[config.mk]
export PLATFORM = sky130hd
export DESIGN_NAME = uart_fifo_sched
export DESIGN_NICKNAME = d
export VERILOG_FILES = /design/src/rtl/uart_fifo_sched.sv
export SDC_FILE = /design/constraint.sdc
export NUM_CORES = 1
export LEC_CHECK = 0
export ABC_AREA = 1
export BUFFER_PORTS_ARGS = -buffer_cell sky130_fd_sc_hd__buf_2
export CORE_MARGIN = 4
export CORE_UTILIZATION = 45
export DETAILED_ROUTE_END_ITERATION = 8
export PLACE_DENSITY_LB_ADDON = 0.3
export SLEW_MARGIN = 20
export SYNTH_ARGS = -nofsm -noshare
export SYNTH_HDL_FRONTEND = slang
export SYNTH_SLANG_ARGS = --single-unit
[constraint.sdc]
create_clock -name i_clk -period 3.9 [get_ports i_clk]
set_clock_uncertainty 0.15 [all_clocks]
set_input_delay 0.78 -clock i_clk [delete_from_list [all_inputs] [get_ports i_clk]]
set_output_delay 0.78 -clock i_clk [all_outputs]
set_load 0.01 [all_outputs]
[src/rtl/uart_fifo_sched.sv]
// Scheduler between the UART RX FIFO, a local byte source, the TX FIFO and the UART transmitter.
// Round-robin push arbitration into the TX FIFO plus a drain FSM that feeds one byte per frame.
module uart_fifo_sched #(
    parameter int unsigned DATA_W  = 8,
    parameter int unsigned BUSY_TO = 16,
    parameter int unsigned CNT_W   = 16
) (
    input  logic              i_clk,
    input  logic              i_rst,
    input  logic              i_rx_empty,
    input  logic [DATA_W-1:0] i_rx_data,
    output logic              o_rx_pop,
    input  logic              i_loc_req,
    input  logic [DATA_W-1:0] i_loc_data,
    output logic              o_loc_ack,
    input  logic              i_tx_full,
    output logic              o_tx_push,
    output logic [DATA_W-1:0] o_tx_push_data,
    input  logic              i_txf_empty,
    input  logic [DATA_W-1:0] i_txf_data,
    output logic              o_txf_pop,
    input  logic              i_uart_busy,
    output logic              o_uart_start,
    output logic [DATA_W-1:0] o_uart_data,
    output logic [CNT_W-1:0]  o_tx_count,
    output logic              o_err_to
);

    localparam int unsigned TO_W = (BUSY_TO > 1) ? $clog2(BUSY_TO) : 1;

    typedef enum logic [1:0] {
        S_IDLE      = 2'd0,
        S_START     = 2'd1,
        S_WAIT_BUSY = 2'd2,
        S_WAIT_DONE = 2'd3
    } state_t;

    state_t            r_state;
    state_t            w_next;
    logic              r_last_loc;
    logic [TO_W-1:0]   r_to_cnt;
    logic [DATA_W-1:0] r_uart_data;
    logic [CNT_W-1:0]  r_tx_count;
    logic              r_err_to;
    logic              w_grant_rx;
    logic              w_grant_loc;
    logic              w_to_hit;
    logic              w_frame_done;

    // Push arbiter: on a tie the requester not served last wins; held off entirely by tx_full.
    always_comb begin
        w_grant_rx     = !i_rst && !i_tx_full && !i_rx_empty && (!i_loc_req || r_last_loc);
        w_grant_loc    = !i_rst && !i_tx_full && i_loc_req && (i_rx_empty || !r_last_loc);
        o_rx_pop       = w_grant_rx;
        o_loc_ack      = w_grant_loc;
        o_tx_push      = w_grant_rx || w_grant_loc;
        o_tx_push_data = '0;
        if (w_grant_rx) begin
            o_tx_push_data = i_rx_data;
        end else if (w_grant_loc) begin
            o_tx_push_data = i_loc_data;
        end
    end

    always_ff @(posedge i_clk or posedge i_rst) begin
        if (i_rst) begin
            r_last_loc <= 1'b1;
        end else if (w_grant_rx) begin
            r_last_loc <= 1'b0;
        end else if (w_grant_loc) begin
            r_last_loc <= 1'b1;
        end
    end

    always_ff @(posedge i_clk or posedge i_rst) begin
        if (i_rst) begin
            r_state <= S_IDLE;
        end else begin
            r_state <= w_next;
        end
    end

    always_comb begin
        w_next = r_state;
        case (r_state)
            S_IDLE:      if (!i_txf_empty && !i_uart_busy) w_next = S_START;
            S_START:     w_next = S_WAIT_BUSY;
            S_WAIT_BUSY: begin
                if (i_uart_busy) begin
                    w_next = S_WAIT_DONE;
                end else if (r_to_cnt == TO_W'(BUSY_TO - 1)) begin
                    w_next = S_IDLE;
                end
            end
            S_WAIT_DONE: if (!i_uart_busy) w_next = S_IDLE;
            default:     w_next = S_IDLE;
        endcase
    end

    always_comb begin
        o_txf_pop    = 1'b0;
        o_uart_start = 1'b0;
        w_to_hit     = 1'b0;
        w_frame_done = 1'b0;
        case (r_state)
            S_IDLE:      o_txf_pop    = !i_rst && !i_txf_empty && !i_uart_busy;
            S_START:     o_uart_start = 1'b1;
            S_WAIT_BUSY: w_to_hit     = !i_uart_busy && (r_to_cnt == TO_W'(BUSY_TO - 1));
            S_WAIT_DONE: w_frame_done = !i_uart_busy;
            default:     ;
        endcase
    end

    // Frame datapath: latched byte, busy-timeout counter, frame counter and sticky error.
    always_ff @(posedge i_clk or posedge i_rst) begin
        if (i_rst) begin
            r_uart_data <= '0;
            r_to_cnt    <= '0;
            r_tx_count  <= '0;
            r_err_to    <= 1'b0;
        end else begin
            if (o_txf_pop) begin
                r_uart_data <= i_txf_data;
            end
            if (r_state == S_START) begin
                r_to_cnt <= '0;
            end else if (r_state == S_WAIT_BUSY && !i_uart_busy && !w_to_hit) begin
                r_to_cnt <= r_to_cnt + TO_W'(1);
            end
            if (w_to_hit) begin
                r_err_to <= 1'b1;
            end
            if (w_frame_done) begin
                r_tx_count <= r_tx_count + CNT_W'(1);
            end
        end
    end

    assign o_uart_data = r_uart_data;
    assign o_tx_count  = r_tx_count;
    assign o_err_to    = r_err_to;

endmodule

==> metrics.yaml, run 1 <==
outcome:
  status: "finished, final reports clean"
global_route:
  grt_max_degree: 33
  grt-ovfl-total: 0
  gr-usage-met3_pct: 4.700
  grt_busiest_layer: "met2"
  met2_usage_pct: 29.08
  use_met1_pct: 21.04
  grt_usage_pct: 16.97
  grt_pass1_wl_um: 6072
  antenna_found_initial: 0
  first_global_vias: 1496
drt:
  first_pass_iters: 6
  vias_per_cell: 4.665
  ant_nets: 0
  num_vias: 1614
  drt_iter0_markers: 69
  drc: 0
  wire_per_inst_um: 10.70
  wl_um: 3702
die:
  die_h_um: 68.49
  fp.dieArea_sq_um: 4691
  die_w_um: 68.49
  start_util_pct: 47.84
  rows: 21
  coreArea_sq_um: 3442
  ios: 69
cells_and_area:
  drive_gt1_share_pct: 27.00
  finish.net_count: 332
  fill_cells: 328
  fin_cells: 346
  final_area_sq_um: 2142
  area_delta_synth_final_pct: 30.09
  n_antenna_cell: 0
min_path:
  holdPathEnd: "r_last_loc"
  hold_start: "r_last_loc"
  hp-class: "flip-flop to flip-flop"
  hold_depth: 2
setup_path:
  critPathCaptureType: "primary output"
  crit_required_ns: 2.97
  path_class: "primary input to primary output"
  cpMostUsedCell: "buf_2"
  r2r-start: "o_tx_count[1]"
  regToRegSetupSlack_ns: 2.23
  path_cells: "buf_2 > or2_1 > nor2_1 > nand2_2 > inv_2 > buf_2"
  arrival_ns: 1.71
  cp_slowest_cell: "or2_1"
  crit_buf_inv: 3
  cpPeakStageDelay_ns: 0.24
  cp_max_fo: 9
  startpoint_type: "primary input"
  rr_endpoint: "o_tx_count[6]"
  crit_family: "simple AND/OR/NAND/NOR gates"
  worst-r2r-cell-count: 5
sta:
  rsz0062_at_grt: "false"
  setup-violations-final: 0
  fin_tns_setup_ns: 0
  fin_crit_sh_pct: 67.75
  relSlewSlack_pct: 65.26
  final_max_slew_viol_count: 0
  clock.fmax_ghz: 0.3785
  tightest_slew_ns: 0.5192
  hold_viol_final: 0
  period_needed_ns: 2.642
place:
  dpl.hpwl_um: 2823
  dpl.cell_count: 338
  dpl_cell_area_sq_um: 2052
  place_congestion: 0.7942
  portBuffers: 68
power_and_ir_drop:
  leakagePower_nw: 1.284
  pwr_density_cell_nw_per_um2: 513.6
  vdd_drop_max_uv: 329.4
synthesis:
  yosysUniqueCellTypes: 20
  syn-cell-area_sq_um: 1647
  yosysWarnings: 0
  synth.yosys.seq_area_share_pct: 48.71
  synth_nets: 256
  avgSynthCellArea_sq_um: 7.384
  synth_seq_cells: 32
  synthCells: 223
cts:
  cts_tree: "done"
  htree_levels: 2
  cts_hold_buf: 0
  postCtsSetupBuffers: 0
  cts_resized: 0
  ctsRootBufferMaster: "clkbuf_8"
  path_clk_slew_ns: 0.06
  clk_path_buf_depth: 2
  clock-sinks: 32
  cts_buffers: 5
  clock_latency_ns: 0.28
job:
  max-cap-violations: 0
-- layer usage --
layer / wire (um) / share of wire, %
met3: 359 / 9.7
met1: 1699 / 46
met2: 1608 / 43
met4: 34 / 0.92
met5: 0 / 0
-- worst min-delay path, delay by kind of cell, from the launching register on --
family	cells	cell delay, ns
AND/OR/NAND/NOR	2	0.09
flip-flops	1	0.37
-- metrics by stage --
| step | util [%] | total power, mW | setup slack (ns) | hold slack, ns |
|---|---|---|---|---|
| 2_1_floorplan | - | 0.7096 | 1.521 | 0.3015 |
| 3_3_place_gp | 59.61 | 0.8395 | 1.285 | 0.3132 |
| 3_5_place_dp | 59.61 | 0.8477 | 1.260 | 0.3136 |
| 4_1_cts | 62.23 | 1.114 | 1.256 | 0.3307 |
| 5_1_grt | 62.23 | 1.180 | 1.178 | 0.3590 |
| 6_report | 62.23 | 1.100 | 1.258 | 0.3231 |
-- layout make-up --
class	count	area [sq um]	share of cell area, %
Clock buffer	8	90.09	4.206
Inverter	25	93.84	4.381
Multi-Input combinational cell	166	750.7	35.05
Sequential cell	32	802.0	37.44
Tap cell	46	57.56	2.687
Timing Repair Buffer	69	347.8	16.24
-- cell usage after synthesis --
library cell / number / share of area (%)
clkinv_1: 1 / 0.23
xnor2_1: 4 / 2.1
xor2_1: 6 / 3.2
nand4_1: 6 / 2.3
nand2_1: 104 / 24
nor2_4: 1 / 0.68
or2_1: 1 / 0.38
dfrtp_1: 31 / 47
nor2_2: 2 / 0.76
a21oi_1: 1 / 0.30
ha_1: 2 / 1.5
nor2_1: 19 / 4.3
o21bai_1: 1 / 0.46
inv_2: 1 / 0.23
nand2_2: 1 / 0.38
nand3_1: 16 / 4.9
o21ai_0: 1 / 0.30
inv_1: 23 / 5.2
dfstp_2: 1 / 1.6
nor3_1: 1 / 0.30
-- sequential cells by signal (all words and copies together), names as in the netlist --
signal and flops:
o_tx_count 16, o_uart_data 8, r_last_loc 1, r_state 2, o_err_to 1, r_to_cnt 4
-- power breakdown --
group          leakage (nW)  internal [mW]  switching, mW
logic                 0.825          0.137          0.196
registers             0.414          0.422         0.0843
clock network        0.0455          0.144          0.117
total                  1.28          0.703          0.397
-- cells by family after synthesis --
logic type | share of synthesized area [%]
and+or+nand+nor | 37.69
DFF | 48.71
buffers and inverters | 5.698
xor gates and xnor gates | 5.319
AOI/OAI and AO/OA | 1.063
adders and majority gates | 1.520
-- worst max path at each step --
| stage | startpoint | endpoint | slack, ns | depth (start not counted) |
|---|---|---|---|---|
| 4_1_cts | i_uart_busy | o_txf_pop | 1.26 | 6 |
| 6_report | i_uart_busy | o_txf_pop | 1.26 | 6 |
| 3_3_place_gp | i_uart_busy | o_txf_pop | 1.29 | 6 |
| 5_1_grt | i_rst | o_tx_push | 1.18 | 7 |
| 3_5_place_dp | i_uart_busy | o_txf_pop | 1.26 | 6 |
| 2_1_floorplan | i_tx_full | o_tx_push | 1.52 | 5 |
-- cell usage in the layout (no fill, tap or decap) --
cell type  count
o21bai_1       1
inv_1         23
clkinv_1       1
nor2_2         2
xor2_1         6
ha_1           2
xnor2_1        4
o21ai_0        1
nand2_1      104
a21oi_1        1
or2_1          1
nor2_1        19
nand2_2        1
nand4_1        6
nand3_1       16
dfstp_2        1
buf_2         68
buf_4          1
nor3_1         1
nor2_4         1
clkbuf_1       2
dfrtp_1       31
clkbuf_8       6
inv_2          1
(Power assumes the default switching activity.)
==> inputs of run 2 (changes only) <==
==> constraint.sdc (replaced) <==
create_clock -name i_clk -period 2.7 [get_ports i_clk]
set_clock_uncertainty 0.15 [all_clocks]
set_input_delay 0.54 -clock i_clk [delete_from_list [all_inputs] [get_ports i_clk]]
set_output_delay 0.54 -clock i_clk [all_outputs]
set_load 0.01 [all_outputs]
==> metrics.yaml, run 2 (synthesized netlist as in run 1, its figures left out) <==
outcome:
  status: "finished, final reports clean"  # unchanged
cts:
  cts_hold_buf: 0  # unchanged
  cts_resized: 0  # unchanged
  clock-sinks: 32  # unchanged
  cts_tree: "done"  # unchanged
  postCtsSetupBuffers: 0  # unchanged
  clk_path_buf_depth: 2  # unchanged
  htree_levels: 2  # unchanged
  path_clk_slew_ns: 0.06  # about the same
  ctsRootBufferMaster: "clkbuf_8"  # unchanged
  cts_buffers: 5  # unchanged
  clock_latency_ns: 0.28  # about the same
place:
  dpl.hpwl_um: 2826  # was 2823 um
  place_congestion: 0.8001  # was 0.7942
  portBuffers: 68  # unchanged
setup_path:
  startpoint_type: "flip-flop"  # was primary input
  critPathCaptureType: "primary output"  # unchanged
  arrival_ns: 1.51  # was 1.71 ns
  path_cells: "nand2_1 > nand3_1 > clkinv_1 > nand2_1 > nand2_1 > buf_2"  # was buf_2 > or2_1 > nor2_1 > nand2_2 > inv_2 > buf_2
  cp_slowest_cell: "dfstp_2"  # was or2_1
  cpMostUsedCell: "nand2_1"  # was buf_2
  crit_family: "flip-flops"  # was simple AND/OR/NAND/NOR gates
  crit_buf_inv: 2  # was 3
  cp_max_fo: 9  # unchanged
  crit_required_ns: 2.01  # was 2.97 ns
  path_class: "flip-flop to primary output"  # was primary input to primary output
  cpPeakStageDelay_ns: 0.54  # was 0.24 ns
job:
  max-cap-violations: 0  # unchanged
cells_and_area:
  area_delta_synth_final_pct: 30.09  # unchanged
  final_common_cell: "nand2_1"  # unchanged
  n_antenna_cell: 0  # unchanged
  drive_gt1_share_pct: 27.00  # unchanged
  finish.net_count: 332  # unchanged
  largest_reg_flops: 16  # unchanged
  layout_common_cells: "104 x nand2_1, 68 x buf_2, 31 x dfrtp_1, 23 x inv_1, 19 x nor2_1"  # unchanged
drt:
  wire_per_inst_um: 10.65  # was 10.70 um
  first_pass_iters: 4  # was 6
  wl_um: 3685  # was 3702 um
  drc: 0  # unchanged
  vias_per_cell: 4.734  # was 4.665
  num_vias: 1638  # was 1614
  ant_nets: 0  # unchanged
  drt_iter0_markers: 64  # was 69
sta:
  final_max_slew_viol_count: 0  # unchanged
  clock.fmax_ghz: 0.4553
  hold_viol_final: 0  # unchanged
  timing.hold.ws_ns: 0.1996  # was 0.3231 ns
  fin_crit_sh_pct: 81.35
  relSlewSlack_pct: 64.13  # was 65.26%
  tightest_slew_ns: 0.5361  # was 0.5192 ns
  rsz0062_at_grt: "false"  # unchanged
  fin_tns_setup_ns: 0  # unchanged
  setup-violations-final: 0  # unchanged
  period_needed_ns: 2.197
power_and_ir_drop:
  pwr_density_cell_nw_per_um2: 738.7  # was 513.6 nW/um^2
  swShare_pct: 35.84  # was 36.12%
  vdd_drop_max_uv: 496.4  # was 329.4 uV
  p_comb_share_pct: 30.4  # was 30.2%
  pwr-share-seq_pct: 46.1  # was 46.0%
  p_int_mw: 1.015  # was 702.7 uW
  leakagePower_nw: 1.284  # unchanged
  p_sw_uw: 567.1  # was 397.4 uW
  clockPowerShare_pct: 23.5  # was 23.7%
die:
  coreArea_sq_um: 3442  # unchanged
  rows: 21  # unchanged
  start_util_pct: 47.84  # unchanged
  ios: 69  # unchanged
  die_w_um: 68.49  # unchanged
  fp.dieArea_sq_um: 4691  # unchanged
  die_h_um: 68.49  # unchanged
global_route:
  grt_max_degree: 33  # unchanged
  first_global_vias: 1388  # was 1496
  grt-ovfl-total: 0  # unchanged
  antenna_found_initial: 0  # unchanged
  grt_pass1_wl_um: 5851  # was 6072 um
  grt_usage_pct: 16.96  # was 16.97%
min_path:
  hp-class: "primary input to async pin"  # was flip-flop to flip-flop
run 2: area by class of cell:
| class | instances | area (sq um) |
|---|---|---|
| timing repair buffer | 69 | 347.8 |
| sequential | 32 | 802.0 |
| fill | 323 | 1300 |
| clock buffer | 8 | 90.09 |
| inverter | 25 | 93.84 |
| multi-input combinational | 166 | 750.7 |
| tap | 46 | 57.56 |
run 2: worst reg2reg max path: cells and delay by family, from the launching register on:
kind                       cells  cell delay (ns)
and+or+nand+nor                4             0.77
DFF                            1             0.42
adders and majority gates      1             0.20
buffers and inverters          1             0.05
run 2: power by group through the flow:
stage               combinational (mW)  clock [mW]  sequential, mW
floorplan                        0.267           0           0.758
global placement                 0.478           0           0.734
detailed placement               0.490           0           0.732
CTS                              0.490       0.384           0.726
global route                     0.555       0.402           0.751
finish                           0.481       0.372           0.729
run 2: layer usage:
| metal | share of wire (%) | GRT usage (%) | wire length [um] |
|---|---|---|---|
| met2 | 44 | 28.25 | 1635 |
| met5 | 0 | 0 | 0 |
| met3 | 8.9 | 4.538 | 329 |
| met4 | 1.5 | 8.189 | 57 |
| met1 | 45 | 20.17 | 1662 |
run 2: through the flow:
step	setup slack (ns)	cells	cell area [sq um]	power (mW)	util, %
after global placement	0.5630	338	2052	1.212	59.61
after detailed placement	0.5309	338	2052	1.222	59.61
after floorplan	0.8006	223	1647	1.025	-
final	0.5034	346	2142	1.582	62.23
after CTS	0.4827	346	2142	1.600	62.23
after global routing	0.3781	346	2142	1.708	62.23
run 2: final timing paths:
| path | start | end | slack [ns] | depth (start not counted) |
|---|---|---|---|---|
| hold reg to reg | r_last_loc | r_last_loc | 0.32 | 2 |
| hold / removal | i_rst | o_tx_count[0] | 0.20 | 3 |
| max in group asynchronous | i_rst | r_last_loc | 1.89 | 3 |
| min in group i_clk | i_txf_data[6] | o_uart_data[6] | 0.30 | 3 |
| setup reg to reg | o_tx_count[1] | o_tx_count[10] | 1.00 | 6 |
| setup / recovery | r_last_loc | o_tx_push_data[1] | 0.50 | 6 |
